`src/rtl/fpu_issue_ctrl_if.sv`:
```
// ============================================================================
// Module      : fpu_issue_ctrl_if
// Description : Request, FPU-side and response signal bundle for fpu_issue_ctrl.
// Revision    : 1.0 - initial release
// ============================================================================
`default_nettype none

interface fpu_issue_ctrl_if #(
    parameter int TAG_W = 5
);
    logic             req_valid;
    logic             req_ready;
    logic [1:0]       req_op;
    logic             req_sel;
    logic [31:0]      req_rs1;
    logic [31:0]      req_rs2;
    logic [TAG_W-1:0] req_tag;
    logic             flush;
    logic [31:0]      fpu_rs1;
    logic [31:0]      fpu_rs2;
    logic [1:0]       fpu_control;
    logic             fpu_sel;
    logic [31:0]      fpu_result;
    logic             resp_valid;
    logic             resp_ready;
    logic [31:0]      resp_data;
    logic [TAG_W-1:0] resp_tag;
    logic             busy;

    // Pipeline / FPU / writeback side
    modport master (
        output req_valid, req_op, req_sel, req_rs1, req_rs2, req_tag, flush,
        output fpu_result, resp_ready,
        input  req_ready, fpu_rs1, fpu_rs2, fpu_control, fpu_sel,
        input  resp_valid, resp_data, resp_tag, busy
    );

    // Controller side
    modport slave (
        input  req_valid, req_op, req_sel, req_rs1, req_rs2, req_tag, flush,
        input  fpu_result, resp_ready,
        output req_ready, fpu_rs1, fpu_rs2, fpu_control, fpu_sel,
        output resp_valid, resp_data, resp_tag, busy
    );
endinterface

`default_nettype wire

```
`src/rtl/fpu_issue_ctrl.sv`:
```
// ============================================================================
// Module      : fpu_issue_ctrl
// Description : Multi-cycle issue sequencer holding operands on a combinational
//               FPU for an op-dependent latency, then presenting the result.
// Revision    : 1.0 - initial release
// ============================================================================
`default_nettype none

module fpu_issue_ctrl #(
    parameter int TAG_W      = 5,
    parameter int ADDSUB_LAT = 2,
    parameter int MUL_LAT    = 3,
    parameter int DIV_LAT    = 8,
    parameter int SQRT_LAT   = 8
) (
    input  wire logic           clk,
    input  wire logic           rst,
    fpu_issue_ctrl_if.slave     bus
);

    localparam int c_max_lat =
        (ADDSUB_LAT >= MUL_LAT && ADDSUB_LAT >= DIV_LAT && ADDSUB_LAT >= SQRT_LAT) ? ADDSUB_LAT :
        (MUL_LAT >= DIV_LAT && MUL_LAT >= SQRT_LAT) ? MUL_LAT :
        (DIV_LAT >= SQRT_LAT) ? DIV_LAT : SQRT_LAT;
    localparam int c_cnt_w = (c_max_lat > 1) ? $clog2(c_max_lat) : 1;

    localparam logic [c_cnt_w-1:0] c_addsub_m1 = c_cnt_w'(ADDSUB_LAT - 1);
    localparam logic [c_cnt_w-1:0] c_mul_m1    = c_cnt_w'(MUL_LAT - 1);
    localparam logic [c_cnt_w-1:0] c_div_m1    = c_cnt_w'(DIV_LAT - 1);
    localparam logic [c_cnt_w-1:0] c_sqrt_m1   = c_cnt_w'(SQRT_LAT - 1);

    generate
        if (ADDSUB_LAT < 1 || MUL_LAT < 1 || DIV_LAT < 1 || SQRT_LAT < 1) begin : g_lat_check
            $error("fpu_issue_ctrl: every LAT parameter must be at least 1");
        end
    endgenerate

    typedef enum logic [1:0] {
        c_idle = 2'd0,
        c_exec = 2'd1,
        c_done = 2'd2
    } state_t;

    state_t             r_state;
    logic [c_cnt_w-1:0] r_cnt;
    logic [31:0]        r_fpu_rs1;
    logic [31:0]        r_fpu_rs2;
    logic [1:0]         r_fpu_control;
    logic               r_fpu_sel;
    logic [TAG_W-1:0]   r_tag;
    logic [31:0]        r_resp_data;
    logic [TAG_W-1:0]   r_resp_tag;
    logic               r_resp_valid;
    logic               r_busy;

    logic               w_req_ready;
    logic               w_accept;
    logic [c_cnt_w-1:0] w_lat_m1;

    // A new op may only enter while idle or in the very cycle the old result retires.
    assign w_req_ready = !bus.flush &&
                         ((r_state == c_idle) || ((r_state == c_done) && bus.resp_ready));
    assign w_accept    = bus.req_valid && w_req_ready;

    always_comb begin
        w_lat_m1 = c_addsub_m1;
        case (bus.req_op)
            2'b00:   w_lat_m1 = c_addsub_m1;
            2'b01:   w_lat_m1 = c_mul_m1;
            2'b10:   w_lat_m1 = c_div_m1;
            default: w_lat_m1 = c_sqrt_m1;
        endcase
    end

    always_ff @(posedge clk) begin
        if (rst) begin
            r_state       <= c_idle;
            r_cnt         <= '0;
            r_fpu_rs1     <= '0;
            r_fpu_rs2     <= '0;
            r_fpu_control <= '0;
            r_fpu_sel     <= 1'b0;
            r_tag         <= '0;
            r_resp_data   <= '0;
            r_resp_tag    <= '0;
            r_resp_valid  <= 1'b0;
            r_busy        <= 1'b0;
        end else if (bus.flush) begin
            r_state      <= c_idle;
            r_resp_valid <= 1'b0;
            r_busy       <= 1'b0;
        end else if (w_accept) begin
            // Covers both a fresh issue from idle and a back-to-back issue at retire.
            r_fpu_rs1     <= bus.req_rs1;
            r_fpu_rs2     <= bus.req_rs2;
            r_fpu_control <= bus.req_op;
            r_fpu_sel     <= bus.req_sel;
            r_tag         <= bus.req_tag;
            r_cnt         <= w_lat_m1;
            r_state       <= c_exec;
            r_resp_valid  <= 1'b0;
            r_busy        <= 1'b1;
        end else begin
            case (r_state)
                c_exec: begin
                    if (r_cnt == '0) begin
                        r_resp_data  <= bus.fpu_result;
                        r_resp_tag   <= r_tag;
                        r_state      <= c_done;
                        r_resp_valid <= 1'b1;
                    end else begin
                        r_cnt <= r_cnt - 1'b1;
                    end
                end
                c_done: begin
                    if (bus.resp_ready) begin
                        r_state      <= c_idle;
                        r_resp_valid <= 1'b0;
                        r_busy       <= 1'b0;
                    end
                end
                default: begin
                    r_state <= c_idle;
                end
            endcase
        end
    end

    assign bus.req_ready   = w_req_ready;
    assign bus.fpu_rs1     = r_fpu_rs1;
    assign bus.fpu_rs2     = r_fpu_rs2;
    assign bus.fpu_control = r_fpu_control;
    assign bus.fpu_sel     = r_fpu_sel;
    assign bus.resp_valid  = r_resp_valid;
    assign bus.resp_data   = r_resp_data;
    assign bus.resp_tag    = r_resp_tag;
    assign bus.busy        = r_busy;

endmodule

`default_nettype wire

```
`src/flat_wrapper.sv`:
```
// flat-port wrapper written by rule: the top's interface ports become plain ports
module fpu_issue_ctrl_flat 
#(
    parameter int TAG_W      = 5,
    parameter int ADDSUB_LAT = 2,
    parameter int MUL_LAT    = 3,
    parameter int DIV_LAT    = 8,
    parameter int SQRT_LAT   = 8
)
  (clk, rst, bus_req_valid, bus_req_op, bus_req_sel, bus_req_rs1, bus_req_rs2, bus_req_tag, bus_flush, bus_fpu_result, bus_resp_ready, bus_req_ready, bus_fpu_rs1, bus_fpu_rs2, bus_fpu_control, bus_fpu_sel, bus_resp_valid, bus_resp_data, bus_resp_tag, bus_busy);
  fpu_issue_ctrl_if #(.TAG_W(TAG_W)) bus_i ();
  input  wire logic clk;
  input  wire logic rst;
  input wire logic [$bits(bus_i.req_valid)-1:0] bus_req_valid;
  input wire logic [$bits(bus_i.req_op)-1:0] bus_req_op;
  input wire logic [$bits(bus_i.req_sel)-1:0] bus_req_sel;
  input wire logic [$bits(bus_i.req_rs1)-1:0] bus_req_rs1;
  input wire logic [$bits(bus_i.req_rs2)-1:0] bus_req_rs2;
  input wire logic [$bits(bus_i.req_tag)-1:0] bus_req_tag;
  input wire logic [$bits(bus_i.flush)-1:0] bus_flush;
  input wire logic [$bits(bus_i.fpu_result)-1:0] bus_fpu_result;
  input wire logic [$bits(bus_i.resp_ready)-1:0] bus_resp_ready;
  output wire logic [$bits(bus_i.req_ready)-1:0] bus_req_ready;
  output wire logic [$bits(bus_i.fpu_rs1)-1:0] bus_fpu_rs1;
  output wire logic [$bits(bus_i.fpu_rs2)-1:0] bus_fpu_rs2;
  output wire logic [$bits(bus_i.fpu_control)-1:0] bus_fpu_control;
  output wire logic [$bits(bus_i.fpu_sel)-1:0] bus_fpu_sel;
  output wire logic [$bits(bus_i.resp_valid)-1:0] bus_resp_valid;
  output wire logic [$bits(bus_i.resp_data)-1:0] bus_resp_data;
  output wire logic [$bits(bus_i.resp_tag)-1:0] bus_resp_tag;
  output wire logic [$bits(bus_i.busy)-1:0] bus_busy;
  assign bus_i.req_valid = bus_req_valid;
  assign bus_i.req_op = bus_req_op;
  assign bus_i.req_sel = bus_req_sel;
  assign bus_i.req_rs1 = bus_req_rs1;
  assign bus_i.req_rs2 = bus_req_rs2;
  assign bus_i.req_tag = bus_req_tag;
  assign bus_i.flush = bus_flush;
  assign bus_i.fpu_result = bus_fpu_result;
  assign bus_i.resp_ready = bus_resp_ready;
  assign bus_req_ready = bus_i.req_ready;
  assign bus_fpu_rs1 = bus_i.fpu_rs1;
  assign bus_fpu_rs2 = bus_i.fpu_rs2;
  assign bus_fpu_control = bus_i.fpu_control;
  assign bus_fpu_sel = bus_i.fpu_sel;
  assign bus_resp_valid = bus_i.resp_valid;
  assign bus_resp_data = bus_i.resp_data;
  assign bus_resp_tag = bus_i.resp_tag;
  assign bus_busy = bus_i.busy;
  fpu_issue_ctrl #(.TAG_W(TAG_W), .ADDSUB_LAT(ADDSUB_LAT), .MUL_LAT(MUL_LAT), .DIV_LAT(DIV_LAT), .SQRT_LAT(SQRT_LAT)) u_core (.clk(clk), .rst(rst), .bus(bus_i));
endmodule
```
`config.mk`:
```
export PLATFORM = sky130hd
export DESIGN_NAME = fpu_issue_ctrl_flat
export DESIGN_NICKNAME = d
export VERILOG_FILES = /design/src/rtl/fpu_issue_ctrl_if.sv /design/src/rtl/fpu_issue_ctrl.sv /design/src/flat_wrapper.sv
export SDC_FILE = /design/constraint.sdc
export NUM_CORES = 1
export LEC_CHECK = 0
export CORE_ASPECT_RATIO = 0.8
export CORE_MARGIN = 2
export CORE_UTILIZATION = 42
export CTS_CLUSTER_DIAMETER = 120
export DETAILED_ROUTE_END_ITERATION = 8
export GPL_TIMING_DRIVEN = 0
export HOLD_SLACK_MARGIN = 0.03
export PLACE_DENSITY = 0.85
export RECOVER_POWER = 50
export SETUP_SLACK_MARGIN = 0.05
export SLEW_MARGIN = 10
export SYNTH_ARGS = -nofsm -noshare
export SYNTH_HDL_FRONTEND = slang
export SYNTH_SLANG_ARGS = --single-unit
```
`constraint.sdc`:
```
create_clock -name clk -period 2.4 [get_ports clk]
set_clock_uncertainty 0.1 [all_clocks]
set_input_delay 0.24 -clock clk [delete_from_list [all_inputs] [get_ports clk]]
set_output_delay 0.24 -clock clk [all_outputs]
set_load 0.1 [all_outputs]
```
==> PnR_summary.wiki <==
{| class="wikitable"
! Metric !! Value
|-
| Top cell type's share of synthesized area || 56.60%
|-
| Hold buffer count at CTS || 0
|-
| Power dissipated by switching net loads || 1536 µW
|-
| Final instance area || 7027 µm²
|-
| Slowest cell delay on critical path || approximately 1200 ps
|-
| Headroom to the max-slew limit || 31.48%
|-
| Final total negative setup slack || 0 ps
|-
| Floorplan die height || about 92 µm
|-
| Ordered cell list for the critical path || clkdlybuf4s50_1
|-
| Number of sinks handled by clock tree synthesis || roughly 120
|-
| Clock buffers created by TritonCTS || 17
|-
| Vias in the first global route || 4349
|-
| Maximum number of pins on one net before global-route repair || 17
|-
| Layout overhead on the synthesized area || 71.27%
|-
| Register-to-register setup slack || 270 ps
|-
| Nature of the critical path startpoint || register
|-
| Share of the clock period used by the worst path after layout || 95.09%
|-
| Number of iterations in the first detailed-routing pass || 5
|-
| Met1 track utilization from global routing || 27.84%
|-
| Clock input transition at the sequential cells of the worst setup and hold paths || 60 ps
|-
| Critical path class || register to primary output
|-
| Detailed Route Iter0 Violations || 189
|-
| Detailed-route DRC error count || 0
|-
| Fraction of layout instances using a drive strength above 1 || 5.359%
|-
| Detailed-route via count || 4379
|-
| Final cell utilization of the core || 73.43%
|-
| Ys Warns || 0
|-
| Cells taking the most area after synthesis || dfxtp_1, nand2_1, a21oi_1
|-
| Slew at the pin with the worst max-slew slack || around 1000 ps
|-
| Hold Crit Class || primary input to register
|-
| Setup repair after global routing missed its margin || false
|-
| # H-tree levels || 4
|-
| Overall routed net length || ~13000 µm
|-
| Chip width || 114.5 µm
|-
| Share of power burned in registers || 36.0%
|-
| Initial core utilization || between 40% and 50%
|-
| Combinational cell fraction of total power || between 15 and 20%
|-
| Global-route wire length before repair || 20520 µm
|-
| Final GP Congestion || ~0.80
|-
| Core outline area || 9569 µm²
|-
| Peak fanout along the critical path || 2
|-
| Share of flip-flops with an asynchronous set or reset after synthesis || 0%
|-
| Crit path capture type || primary output
|-
| Hold Crit Depth || 3
|-
| Max-slew violation count || 0
|-
| Outcome || finished, final reports clean
|-
| N_diodes || 0
|-
| Capture instance of the worst register-to-register path || u_core.bus.fpu_rs2[0]$_SDFFE_PP0P_
|-
| Power per Cell Area || 805.4 nW/µm²
|-
| Leakage power of the design || approximately 0.0025 µW
|-
| Cell family with the largest share of critical-path delay || buffers and inverters
|-
| Worst path buffer plus inverter count || 1
|-
| I/O pin count || ~220
|-
| Power share of the clock group || 47.0%
|-
| Slowest CP cell || clkdlybuf4s50_1
|-
| Worst Hold Launch || bus_fpu_result[19]
|-
| Worst setup margin || 117.9 ps
|-
| CP Data Required Time || 2060 ps
|-
| Placed standard-cell area || 6409 µm²
|-
| Placement-stage worst setup slack || -164.7 ps
|-
| Number of buffers inserted by post-CTS setup repair || 0
|-
| Maximum clock rate || between 400 and 500 MHz
|-
| Cell type with the largest total area after synthesis || dfxtp_1
|-
| Most congested layer reported by global routing || met2
|-
| Avg Synthesized Cell Area || slightly below 8 µm²
|-
| Net count after synthesis || approximately 630
|-
| Met3 routing resource usage after global routing || 9.490%
|-
| Part of the Yosys area used for sequential elements || 56.60%
|-
| Hold endpoint || u_core.bus.resp_data[19]$_SDFFE_PP0P_
|-
| Dominant register cell in the synthesized netlist || dfxtp_1
|-
| Number of vias per cell after detailed routing || 4.954
|-
| Die Outline Area || 10580 µm²
|-
| VDD IR max || 0.6424 mV
|-
| Post-layout minimum cycle time || between 2000 and 2500 ps
|-
| Detailed placer's ending HPWL || 9388 µm
|-
| Max cap viols || 0
|-
| Worst-skew pair later-pin latency || 400 ps
|-
| Post-synth EDFFs || 0
|-
| Final count of negative-setup-slack endpoints || 0
|-
| Combined area of all synthesized cells || 4103 µm²
|-
| Routed wire length per instance || between 10 and 15 µm
|-
| Worst Reg2Reg Path Length in Cells || 6
|-
| Combined global-route utilization of all metal layers || between 20 and 25%
|-
| GRT overflow || 0
|-
| Internal power || 4123 µW
|-
| Remaining number of nets flagged by the antenna check after routing || 0
|-
| CTS Root Cell || clkbuf_16
|-
| Post-layout net count || 863
|-
| Count of buffers inserted at the top-level ports || 215
|-
| Netlist cell types || 26
|-
| Synthesized netlist cell count || 518
|-
| Clock tree from TritonCTS || done
|-
| Placed cell count || 852
|-
| Site row count || 32
|-
| Antenna violations before repair || 0
|-
| Final Hold Vio Count || 0
|-
| Bufs on Longest Clock Path || 2
|-
| #FFs+latches synth || 116
|-
| Final Non-Filler Cells || 884
|-
| Startpoint of the most critical register-to-register path || u_core.r_state[0]$_SDFFE_PP0P_
|-
| Switching part of the total power || 27.15%
|-
| Met2 Usage GRT || 42.26%
|-
| Endpoint arrival time on the critical path || 1940 ps
|}
[cells in the mapped netlist (all sizes together), types with 3 or more instances]
cell	instances
nand2b	4
a21oi	113
clkbuf	20
nand2	220
nor3b	3
nand3	3
dfxtp	116
inv	3
buf	15
[routing by layer]
layer	wire (µm)	share of wire, %
met1	5412	42
met2	6306	49
met3	1075	8.3
met4	163	1.3
met5	0	0
[how the worst max path moves through the flow]
stage,startpoint,end,cells after the start
after global placement,bus_resp_ready,bus_req_ready,4
final,u_core.bus.resp_data[25]$_SDFFE_PP0P_,bus_resp_data[25],1
after global routing,u_core.r_state[1]$_SDFFE_PP0P_,u_core.bus.fpu_rs1[5]$_SDFFE_PP0P_,6
after floorplan,u_core.r_state[1]$_SDFFE_PP0P_,bus_req_ready,2
after CTS,u_core.bus.resp_data[25]$_SDFFE_PP0P_,bus_resp_data[25],1
after detailed placement,bus_resp_ready,bus_req_ready,4
[power by group through the flow]
stage	Clock, µW	Sequential [µW]	Combinational [µW]
2_1_floorplan	0	2500	176
3_3_place_gp	0	2070	952
3_5_place_dp	0	2070	964
4_1_cts	2700	2030	969
5_1_grt	2790	2040	1010
6_report	2660	2040	965
[area by class of cell]
cell class,count,area (µm²)
Fill cell,742,2542
Multi-Input combinational cell,364,1614
Sequential cell,116,2322
Tap cell,119,148.9
Clock inverter,10,152.6
Buffer,35,151.4
Clock buffer,22,474.2
Timing Repair Buffer,215,2152
Inverter,3,11.26
[logic make-up after synthesis]
group | share of synthesized area, %
adder cells (fa/ha/maj) | 0.6098
buffers and inverters | 4.178
AND/OR/NAND/NOR | 23.27
flip-flops | 56.60
AO/OA/AOI/OAI | 15.34
[per-stage QoR]
| stage | power [µW] | hold WS (ps) |
|---|---|---|
| floorplan | 2679 | 276.0 |
| global placement | 3020 | 338.6 |
| detailed placement | 3037 | 345.7 |
| CTS | 5700 | 269.7 |
| global route | 5845 | 278.7 |
| finish | 5660 | 285.7 |
[flip-flops by register name, summed over array words and instances (netlist names)]
| signal | count |
|---|---|
| u_core.bus.fpu_control | 2 |
| u_core.bus.fpu_sel | 1 |
| u_core.bus.busy | 1 |
| u_core.r_cnt | 3 |
| u_core.bus.fpu_rs2 | 32 |
| u_core.r_tag | 5 |
| u_core.bus.resp_data | 32 |
| u_core.bus.resp_valid | 1 |
| u_core.bus.resp_tag | 5 |
| u_core.r_state | 2 |
| u_core.bus.fpu_rs1 | 32 |
[cell usage in the layout (no fill, tap or decap), drive strengths merged, types with 3 or more instances in the layout]
cell / netlist / routed
clkinv: 0 / 5
nand3: 3 / 3
buf: 15 / 7
nand2b: 4 / 4
a21oi: 113 / 113
dfxtp: 116 / 116
clkdlybuf4s50: 0 / 213
clkbuf: 20 / 50
inv: 3 / 3
nand2: 220 / 220
bufinv: 0 / 4
nor3b: 3 / 3
[repair_timing]
item | in CTS | in global routing
endpoints found under the setup margin | 1 | 1
resized for setup | 1 | 1
pin swaps | 0 | 0
gates cloned | 0 | 0
hold endpoints to repair | 0 | 0
(Power assumes the default switching activity.)
